[src/rtl/seg_pkg.sv]
// Shared constants and types for the 6-digit 7-segment scan scheduler.
package seg_pkg;

  localparam int unsigned NUM_DIGITS = 6;
  localparam int unsigned DATA_W     = 4 * NUM_DIGITS;

  localparam logic [7:0] SEG_OFF   = 8'hFF;
  localparam logic [6:0] SEG_BLANK = 7'h7F;

  // Active-low {g,f,e,d,c,b,a} patterns, indexed by nibble value (entry 15 listed first).
  localparam logic [15:0][6:0] HEX_SEG = {
    7'h0E, 7'h06, 7'h21, 7'h46, 7'h03, 7'h08, 7'h10, 7'h00,
    7'h78, 7'h02, 7'h12, 7'h19, 7'h30, 7'h24, 7'h79, 7'h40
  };

  typedef enum logic [1:0] {StIdle, StBlank, StShow} state_e;

endpackage

[src/rtl/seg_scan_sched_if.sv]
// Update handshake and display outputs of the scan scheduler.
interface seg_scan_sched_if;
  import seg_pkg::*;

  logic                  en;
  logic                  upd_valid;
  logic [DATA_W-1:0]     upd_data;
  logic [NUM_DIGITS-1:0] upd_dp;
  logic                  upd_ready;
  logic [NUM_DIGITS-1:0] sel;
  logic [7:0]            seg;
  logic                  frame_done;

  modport master (
    output en, upd_valid, upd_data, upd_dp,
    input  upd_ready, sel, seg, frame_done
  );

  modport slave (
    input  en, upd_valid, upd_data, upd_dp,
    output upd_ready, sel, seg, frame_done
  );

endinterface

[src/rtl/seg7_hex_decode.sv]
// Combinational hex nibble to active-low 7-segment pattern.
module seg7_hex_decode
  import seg_pkg::*;
(
  input  logic [3:0] nibble_i,
  output logic [6:0] seg_o
);

  assign seg_o = HEX_SEG[nibble_i];

endmodule

[src/rtl/seg_scan_sched.sv]
// Dynamic-scan scheduler: one digit per slot with a dark gap at the slot start,
// new values staged and applied only at frame boundaries.
module seg_scan_sched
  import seg_pkg::*;
#(
  parameter int unsigned DWELL_CNT = 50000,
  parameter int unsigned BLANK_CNT = 200,
  parameter bit          LZ_BLANK  = 1'b1
) (
  input logic             clk,
  input logic             rst,
  seg_scan_sched_if.slave bus_io
);

  localparam int unsigned CntW = (DWELL_CNT > 1) ? $clog2(DWELL_CNT) : 1;
  localparam int unsigned IdxW = $clog2(NUM_DIGITS);
  localparam logic [CntW-1:0] BlankLast = CntW'(BLANK_CNT - 1);
  localparam logic [CntW-1:0] DwellLast = CntW'(DWELL_CNT - 1);
  localparam logic [IdxW-1:0] DigitLast = IdxW'(NUM_DIGITS - 1);

  state_e                state_q, state_d;
  logic [IdxW-1:0]       digit_q, digit_d;
  logic [CntW-1:0]       cnt_q, cnt_d;
  logic                  frame_end;

  logic                  stage_full_q;
  logic [DATA_W-1:0]     stage_data_q, shadow_data_q;
  logic [NUM_DIGITS-1:0] stage_dp_q, shadow_dp_q;
  logic                  accept, apply;

  logic [NUM_DIGITS-1:0] sel_q, sel_d;
  logic [7:0]            seg_q, seg_d;
  logic                  frame_done_q;

  logic [3:0]            nibble;
  logic [6:0]            hex_seg;
  logic                  lz_blank;

  always_comb begin
    state_d   = state_q;
    digit_d   = digit_q;
    cnt_d     = cnt_q;
    frame_end = 1'b0;
    if (!bus_io.en) begin
      state_d = StIdle;
      digit_d = '0;
      cnt_d   = '0;
    end else begin
      case (state_q)
        StIdle: begin
          state_d = StBlank;
          digit_d = '0;
          cnt_d   = '0;
        end
        StBlank: begin
          cnt_d = cnt_q + 1'b1;
          if (cnt_q == BlankLast) state_d = StShow;
        end
        StShow: begin
          if (cnt_q == DwellLast) begin
            cnt_d   = '0;
            state_d = StBlank;
            if (digit_q == DigitLast) begin
              digit_d   = '0;
              frame_end = 1'b1;
            end else begin
              digit_d = digit_q + 1'b1;
            end
          end else begin
            cnt_d = cnt_q + 1'b1;
          end
        end
        default: state_d = StIdle;
      endcase
    end
  end

  // Staging drains into the shadow only at a frame end, or at once while idle.
  assign accept           = bus_io.upd_valid && !stage_full_q;
  assign apply            = stage_full_q && (frame_end || (state_q == StIdle));
  assign bus_io.upd_ready = !stage_full_q;

  assign nibble = shadow_data_q[{digit_q, 2'b00} +: 4];

  seg7_hex_decode u_decode (
    .nibble_i (nibble),
    .seg_o    (hex_seg)
  );

  // A digit is a leading zero when it and every digit above it are zero.
  assign lz_blank = LZ_BLANK && (digit_q != '0) &&
                    ((shadow_data_q >> {digit_q, 2'b00}) == '0);

  always_comb begin
    sel_d = '0;
    seg_d = SEG_OFF;
    if (bus_io.en && (state_q == StShow)) begin
      sel_d = NUM_DIGITS'(1) << digit_q;
      seg_d = {~shadow_dp_q[digit_q], lz_blank ? SEG_BLANK : hex_seg};
    end
  end

  always_ff @(posedge clk or negedge rst) begin
    if (!rst) begin
      state_q      <= StIdle;
      digit_q      <= '0;
      cnt_q        <= '0;
      sel_q        <= '0;
      seg_q        <= SEG_OFF;
      frame_done_q <= 1'b0;
    end else begin
      state_q      <= state_d;
      digit_q      <= digit_d;
      cnt_q        <= cnt_d;
      sel_q        <= sel_d;
      seg_q        <= seg_d;
      frame_done_q <= frame_end;
    end
  end

  always_ff @(posedge clk or negedge rst) begin
    if (!rst) begin
      stage_full_q  <= 1'b0;
      stage_data_q  <= '0;
      stage_dp_q    <= '0;
      shadow_data_q <= '0;
      shadow_dp_q   <= '0;
    end else if (accept) begin
      stage_full_q <= 1'b1;
      stage_data_q <= bus_io.upd_data;
      stage_dp_q   <= bus_io.upd_dp;
    end else if (apply) begin
      stage_full_q  <= 1'b0;
      shadow_data_q <= stage_data_q;
      shadow_dp_q   <= stage_dp_q;
    end
  end

  assign bus_io.sel        = sel_q;
  assign bus_io.seg        = seg_q;
  assign bus_io.frame_done = frame_done_q;

endmodule

[src/flat_wrapper.sv]
// flat-port wrapper written by rule: the top's interface ports become plain ports
module seg_scan_sched_flat import seg_pkg::*;
#(
  parameter int unsigned DWELL_CNT = 50000,
  parameter int unsigned BLANK_CNT = 200,
  parameter bit          LZ_BLANK  = 1'b1
)
  (clk, rst, bus_io_en, bus_io_upd_valid, bus_io_upd_data, bus_io_upd_dp, bus_io_upd_ready, bus_io_sel, bus_io_seg, bus_io_frame_done);
  seg_scan_sched_if bus_io_i ();
  input logic clk;
  input logic rst;
  input wire logic [$bits(bus_io_i.en)-1:0] bus_io_en;
  input wire logic [$bits(bus_io_i.upd_valid)-1:0] bus_io_upd_valid;
  input wire logic [$bits(bus_io_i.upd_data)-1:0] bus_io_upd_data;
  input wire logic [$bits(bus_io_i.upd_dp)-1:0] bus_io_upd_dp;
  output wire logic [$bits(bus_io_i.upd_ready)-1:0] bus_io_upd_ready;
  output wire logic [$bits(bus_io_i.sel)-1:0] bus_io_sel;
  output wire logic [$bits(bus_io_i.seg)-1:0] bus_io_seg;
  output wire logic [$bits(bus_io_i.frame_done)-1:0] bus_io_frame_done;
  assign bus_io_i.en = bus_io_en;
  assign bus_io_i.upd_valid = bus_io_upd_valid;
  assign bus_io_i.upd_data = bus_io_upd_data;
  assign bus_io_i.upd_dp = bus_io_upd_dp;
  assign bus_io_upd_ready = bus_io_i.upd_ready;
  assign bus_io_sel = bus_io_i.sel;
  assign bus_io_seg = bus_io_i.seg;
  assign bus_io_frame_done = bus_io_i.frame_done;
  seg_scan_sched #(.DWELL_CNT(DWELL_CNT), .BLANK_CNT(BLANK_CNT), .LZ_BLANK(LZ_BLANK)) u_core (.clk(clk), .rst(rst), .bus_io(bus_io_i));
endmodule
[config.mk]
export PLATFORM = sky130hd
export DESIGN_NAME = seg_scan_sched_flat
export DESIGN_NICKNAME = d
export VERILOG_FILES = /design/src/rtl/seg_pkg.sv /design/src/rtl/seg_scan_sched_if.sv /design/src/rtl/seg7_hex_decode.sv /design/src/rtl/seg_scan_sched.sv /design/src/flat_wrapper.sv
export SDC_FILE = /design/constraint.sdc
export NUM_CORES = 1
export LEC_CHECK = 0
export ABC_CLOCK_PERIOD_IN_PS = 3690
export CAP_MARGIN = 20
export CORE_MARGIN = 3
export CORE_UTILIZATION = 29
export CTS_BUF_LIST = sky130_fd_sc_hd__clkbuf_2
export DETAILED_ROUTE_END_ITERATION = 6
export SLEW_MARGIN = 30
export SYNTH_ARGS = -nofsm -noshare
export SYNTH_HDL_FRONTEND = slang
export SYNTH_SLANG_ARGS = --single-unit
[constraint.sdc]
create_clock -name clk -period 3.69 [get_ports clk]
set_clock_uncertainty 0.05 [all_clocks]
set_input_delay 0.5535 -clock clk [delete_from_list [all_inputs] [get_ports clk]]
set_output_delay 0.5535 -clock clk [all_outputs]
set_load 0.1 [all_outputs]
Word level (Yosys, flattened, before mapping)
Memory sizes are Yosys's and may differ from the RTL's.
Cells that the tools add are included.
{ "op_classes": {"n_addsub": 2, "order_cmp": 2, "n_eq_ne": 9, "shift": 3, "mux": 23, "bitwise": 2, "reduce_logical": 13} }
{ "ops": {"columns": ["op", "n"], "rows": [
  ["$pmux 16 s3", 1],
  ["$mux 16", 2],
  ["$logic_not 24->1", 1],
  ["$shiftx 24x6->4", 1],
  ["$shr 24x5->24", 1],
  ["$add 16x1->16 const B", 1],
  ["$eq 16x16->1 const B", 1],
  ["$eq 16x8->1 const B", 1],
  ["$mux 7", 2],
  ["$mux 3", 3],
  ["$mux 8", 1],
  ["$mux 1", 7],
  ["$mux 2", 3],
  ["$mux 6", 1],
  ["$ne 3x2->1 const B", 2],
  ["$pmux 2 s3", 1],
  ["$pmux 3 s2", 1],
  ["$reduce_and 2->1", 3],
  ["$shl 1x3->6 const A", 1],
  ["$lt 4x5->1 const B", 1],
  ["$logic_and 1x1->1", 4],
  ["$lt 3x4->1 const B", 1],
  ["$ne 4x1->1 const B", 1],
  ["$add 3x1->3 const B", 1],
  ["11 further kinds", 12]
]} }
{ "totals": {"reg_bits": 97, "mem_bits_ro": 112, "inputBits": 34, "out_inout_bits": 16, "mem_count": 1} }
{ "memory_table": {"columns": ["name", "depth", "word_bits", "read_ports", "rd_clocked_by_memory_dff", "write_ports", "line_no", "text"], "rows": [
  ["(name not given)", 16, 7, 1, 0, 0, "seg7_hex_decode.sv:9", "assign seg_o = HEX_SEG[nibble_i];"]
]} }

Logic depth before layout (Yosys ltp)
{ "logic_depth": {"depth_word": 9, "mapped_depth": 11, "ltp_nobuf": 9} }

Modules after synthesis
A second synthesis with hierarchy kept.
{ "unflattened": {"cells_unflattened": 385, "area_unflattened_um2": 4789.6} }
{ "by_module_without_submodules": {"columns": ["module", "instances", "cells_each", "area_each_um2", "seq_area_each_um2"], "rows": [
  ["seg_scan_sched", 1, 353, 4514.3, 2437.3],
  ["seg7_hex_decode", 1, 32, 275.3, 0.0]
]} }

Worst setup path after synthesis
Ideal clock, no wire load.
{ "synth_timing": {"path_kind": "flip-flop to flip-flop", "startpoint": "register u_core.digit_q[0]", "endpoint": "register u_core.seg_q[1] (netlist: u_core.bus_io.seg[1])", "setup_ps": 81, "t_arrival_ps": 2336, "t_required_ps": 3559, "slack_ps": 1223, "path_stages_with_launch": 12, "n_path_buf": 2, "synth_period_minus_slack_ps": 2467, "cell_sequence": "dfrtp_1 -> buf_4 -> buf_2 -> mux2i_1 -> nor2_1 -> nor3_1 -> ha_1 -> nor3b_1 -> nand4_1 -> a221oi_1 -> nor3_2 -> o211ai_1"} }
{ "synth_via": {"elab_chain_cells": 5, "elab_cells_between_ends": 9} }
{ "synth_lines": {"columns": ["item", "line_no", "text"], "rows": [
  ["start: declaration", "seg_scan_sched.sv:22", "logic [IdxW-1:0] digit_q, digit_d;"],
  ["start signal: assignment", "seg_scan_sched.sv:113", "digit_q <= digit_d;"],
  ["$shiftx 24x6->4 / $shr 24x5->24 (equally long branches)", "seg_scan_sched.sv:83, seg_scan_sched.sv:92", null],
  ["$mem_v2 16x7 / $logic_not 24->1 (equally long branches)", null, null],
  ["$mux 7 (not written as such) / $logic_and 1x1->1 (equally long branches)", "seg7_hex_decode.sv:9, seg_scan_sched.sv:91", null],
  ["$mux 7 (*)", "seg_scan_sched.sv:99", "seg_d = {~shadow_dp_q[digit_q], lz_blank ? SEG_BLANK : hex_seg};"],
  ["$mux 8 (*)", "seg_scan_sched.sv:97", "if (bus_io.en && (state_q == StShow)) begin"],
  ["net u_core.seg_d[1]", "seg_scan_sched.sv:32", "logic [7:0] seg_q, seg_d;"],
  ["end signal: assignment", "seg_scan_sched.sv:116", "seg_q <= seg_d;"],
  ["end: declaration", "seg_scan_sched.sv:32", null]
]} }
The timed path passes the listed nets; every way through them passes the cells marked *. The select of a mux whose other input is x is not followed.
A chain may end at the register's enable or synchronous reset.

Worst setup path in the final report
{ "layout_timing": {"startpoint": "register u_core.stage_full_q", "endpoint": "output bus_io_upd_ready"} }
{ "layout_via": {"elab_chain_cells": 1} }
{ "layout_lines": {"columns": ["item", "line_no", "text"], "rows": [
  ["start: declaration", "seg_scan_sched.sv:26", "logic stage_full_q;"],
  ["start signal: assignment", "seg_scan_sched.sv:123", "stage_full_q <= 1'b0;"],
  ["start signal: assignment", "seg_scan_sched.sv:129", "stage_full_q <= 1'b1;"],
  ["start signal: assignment", "seg_scan_sched.sv:133", "stage_full_q <= 1'b0;"],
  ["$logic_not 1->1", "seg_scan_sched.sv:81", "assign bus_io.upd_ready = !stage_full_q;"],
  ["end: declaration", "flat_wrapper.sv:16", "output wire logic [$bits(bus_io_i.upd_ready)-1:0] bus_io_upd_ready;"]
]} }
No other way between the ends.

==> impl_metrics.toml <==
[final_layout]
design_area_um2 = 5600
layout_common_cells = "dfrtp_1, clkdlybuf4s50_1, mux2_2"
final_cells = 647
utilization_pct = 34.9
drive_above_1_share_pct = 26.3
layout_commonest_cell = "dfrtp_1"
syn_to_final_growth_pct = 16.7
nets = 470

[global_route]
grt_usage_pct = 10.9
overflow = 0
grt_first_pass_wirelength_um = 16000
grt_max_degree = 70
grt_pass1_vias = 3125
antenna_found_initial = 1

[power]
p_per_area_nw_per_um2 = 639
total_power_mw = 3.58
switchingPower_mw = 1.20
ir_worst_vdd_uv = 429
power.internal_mw = 2.38
switching_share_pct = 33.4
seqPwrFrac_pct = 47.3
p_comb_share_pct = 38.6
power_frac_clock_pct = 14.0
power_leakage_nw = 2.29

[logic_synthesis]
synth_cell_types = 61
syn-cell-area_um2 = 4790
syn_area_per_cell_um2 = 12.8
synth_fp_nets = 420
ys_seq_area_share_pct = 50.8
synthArstFlopShare_pct = 100
synth_seq_cells = 97
synth_flop_cell = "dfrtp_1"
yosysWarnings = 0
syn_inst = 375
synth_edf_count = 0

[sta]
final_max_slew_viol_count = 0
worst_pin_slew_ps = 1020
whs_ps = 476
rsz0062_at_grt = "false"
relSlewSlack_pct = 31.7
post-route-period-util_pct = 79.3
fin_crit_ps = 2930
setup_slack_ps = 764
tns_ps = 0
hold_viol_final = 0
timing.fmax_mhz = 342
setup_viol = 0

[clock_network]
cts_resized = 0
cts_tree = "yes"
cts_made_buffers = 9
clkLatencyLatePin_ps = 560
path_clk_slew_ps = 250
root_buffer = "clkbuf_2"
cts.sinks = 97
cts_max_path_buffers = 2
ctsHtreeMaxLevel = 3

[detailed_routing]
via_per_inst = 4.61
first_pass_iters = 4
drt_first_iter_violations = 127
ant_nets = 0
drt_drc_violations_left = 0
via_count = 2985
wirelength_um = 9420
routedWlPerCell_um = 14.6

[floorplanning]
fp.dieH_um = 135
ioPinCount = 50
die_area_um2 = 18100
core_um2 = 16100
initial_core_util_pct = 29.9
die_w_um = 135
rows = 46

[job]
drv_cap = 0

[placed_design]
numPortBuffers = 49
hpwl_um = 7050
placedCellCount = 629
dpl_cell_area_um2 = 5470
dp_slack_ps = 780
globalplace.congestion = 0.847

[setup_path]
reg2reg_from = "u_core.digit_q[0]"
r2r-end = "u_core.bus_io.seg[5]"
critPathArrivalTime_ps = 2320
worst_setup_path_end_kind = "output pin"
cp_max_fo = 4
cp_data_required_time_ps = 3090
ff2ff_path_depth = 9
regToRegSetupSlack_ps = 840
startpoint_type = "flip-flop"
crit_type = "flip-flop to output pin"

[run_status]
status = "complete, no violations"

[worst_hold_path]
min_path_type = "input port to async pin"
-- flip-flops by register name, summed over array words and instances (netlist names) --
| register | flops |
|---|---|
| u_core.cnt_q | 16 |
| u_core.bus_io.seg | 8 |
| u_core.stage_dp_q | 6 |
| u_core.stage_full_q | 1 |
| u_core.stage_data_q | 24 |
| u_core.state_q | 2 |
| u_core.bus_io.sel | 6 |
| u_core.shadow_data_q | 24 |
| u_core.shadow_dp_q | 6 |
| u_core.bus_io.frame_done | 1 |
| u_core.digit_q | 3 |
-- power by group through the flow --
stage                     combinational (mW)  clock, mW  sequential [mW]
final                                   1.38      0.502             1.69
after global routing                    1.51      0.571             1.75
after CTS                               1.40      0.528             1.70
after detailed placement                1.39          0             1.73
after global placement                  1.34          0             1.71
after floorplan                         1.25          0             1.60
-- logic make-up after synthesis --
| kind of cell | synth area share, % |
|---|---|
| simple gates | 13.6 |
| xor+xnor | 2.19 |
| buf+inv | 3.42 |
| compound gates | 6.21 |
| flops | 50.8 |
| fa+ha+maj | 2.87 |
| mux | 20.9 |
-- routing by layer --
metal	share of wire [%]	wire length, um	GRT usage [%]
met1	50	4700	15.5
met2	45	4260	16.4
met3	3.6	339	2.20
met4	1.3	118	4.19
met5	0	0	0
-- worst max-delay path, stage by stage (launching register included) --
cell and delay (ps):
dfrtp_1 520, inv_1 110, clkdlybuf4s50_1 1140
-- worst max path at each step --
stage                                   start                        to  slack (ps)  depth (start not counted)
after floorplan             u_core.digit_q[0]      u_core.bus_io.seg[1]        1220                         11
after global placement              bus_io_en  u_core.shadow_data_q[20]         880                          5
after detailed placement            bus_io_en  u_core.shadow_data_q[20]         780                          5
after CTS                 u_core.stage_full_q          bus_io_upd_ready         700                          2
after global routing        u_core.digit_q[0]      u_core.bus_io.seg[5]         560                          9
final                     u_core.stage_full_q          bus_io_upd_ready         760                          2
-- synthesized netlist by cell type, drive strengths merged (2+ instances only) --
master	instances	area, um2
nand4	6	58.8
o22a	2	17.5
nor4	5	31.3
o221ai	5	43.8
and4	2	18.8
or2	3	18.8
clkbuf	5	18.8
and4b	2	20.0
and3	3	18.8
mux2	63	818
nand2b	2	12.5
a22oi	2	15.0
inv	11	41.3
nor2	34	133
mux2i	16	160
or4b	2	23.8
o22ai	4	25.0
dfrtp	89	2230
nand3	8	40.0
o21ai	13	65.1
and2	5	32.5
nor4b	3	41.3
xnor2	7	61.3
buf	11	104
xor2	5	43.8
nand2	14	52.6
dfstp	8	210
nor2b	4	25.0
a21oi	2	10.0
nor3	13	97.6
ha	11	138
-- timing repair --
| action | CTS | global route |
|---|---|---|
| buffers inserted | 0 | 0 |
| hold buffers | 0 | 1 |
| endpoints found under the hold margin | 0 | 66 |
-- layout make-up --
| type | count | area [um2] |
|---|---|---|
| multi-input cells | 251 | 2200 |
| repair buffers | 55 | 539 |
| inverters | 11 | 41.3 |
| well taps | 216 | 270 |
| clock buffers | 11 | 55.1 |
| clock inverters | 5 | 55.1 |
| flip-flops and latches | 97 | 2440 |
| fillers | 1579 | 10500 |
| diodes | 1 | 2.50 |
(Power assumes the default switching activity.)
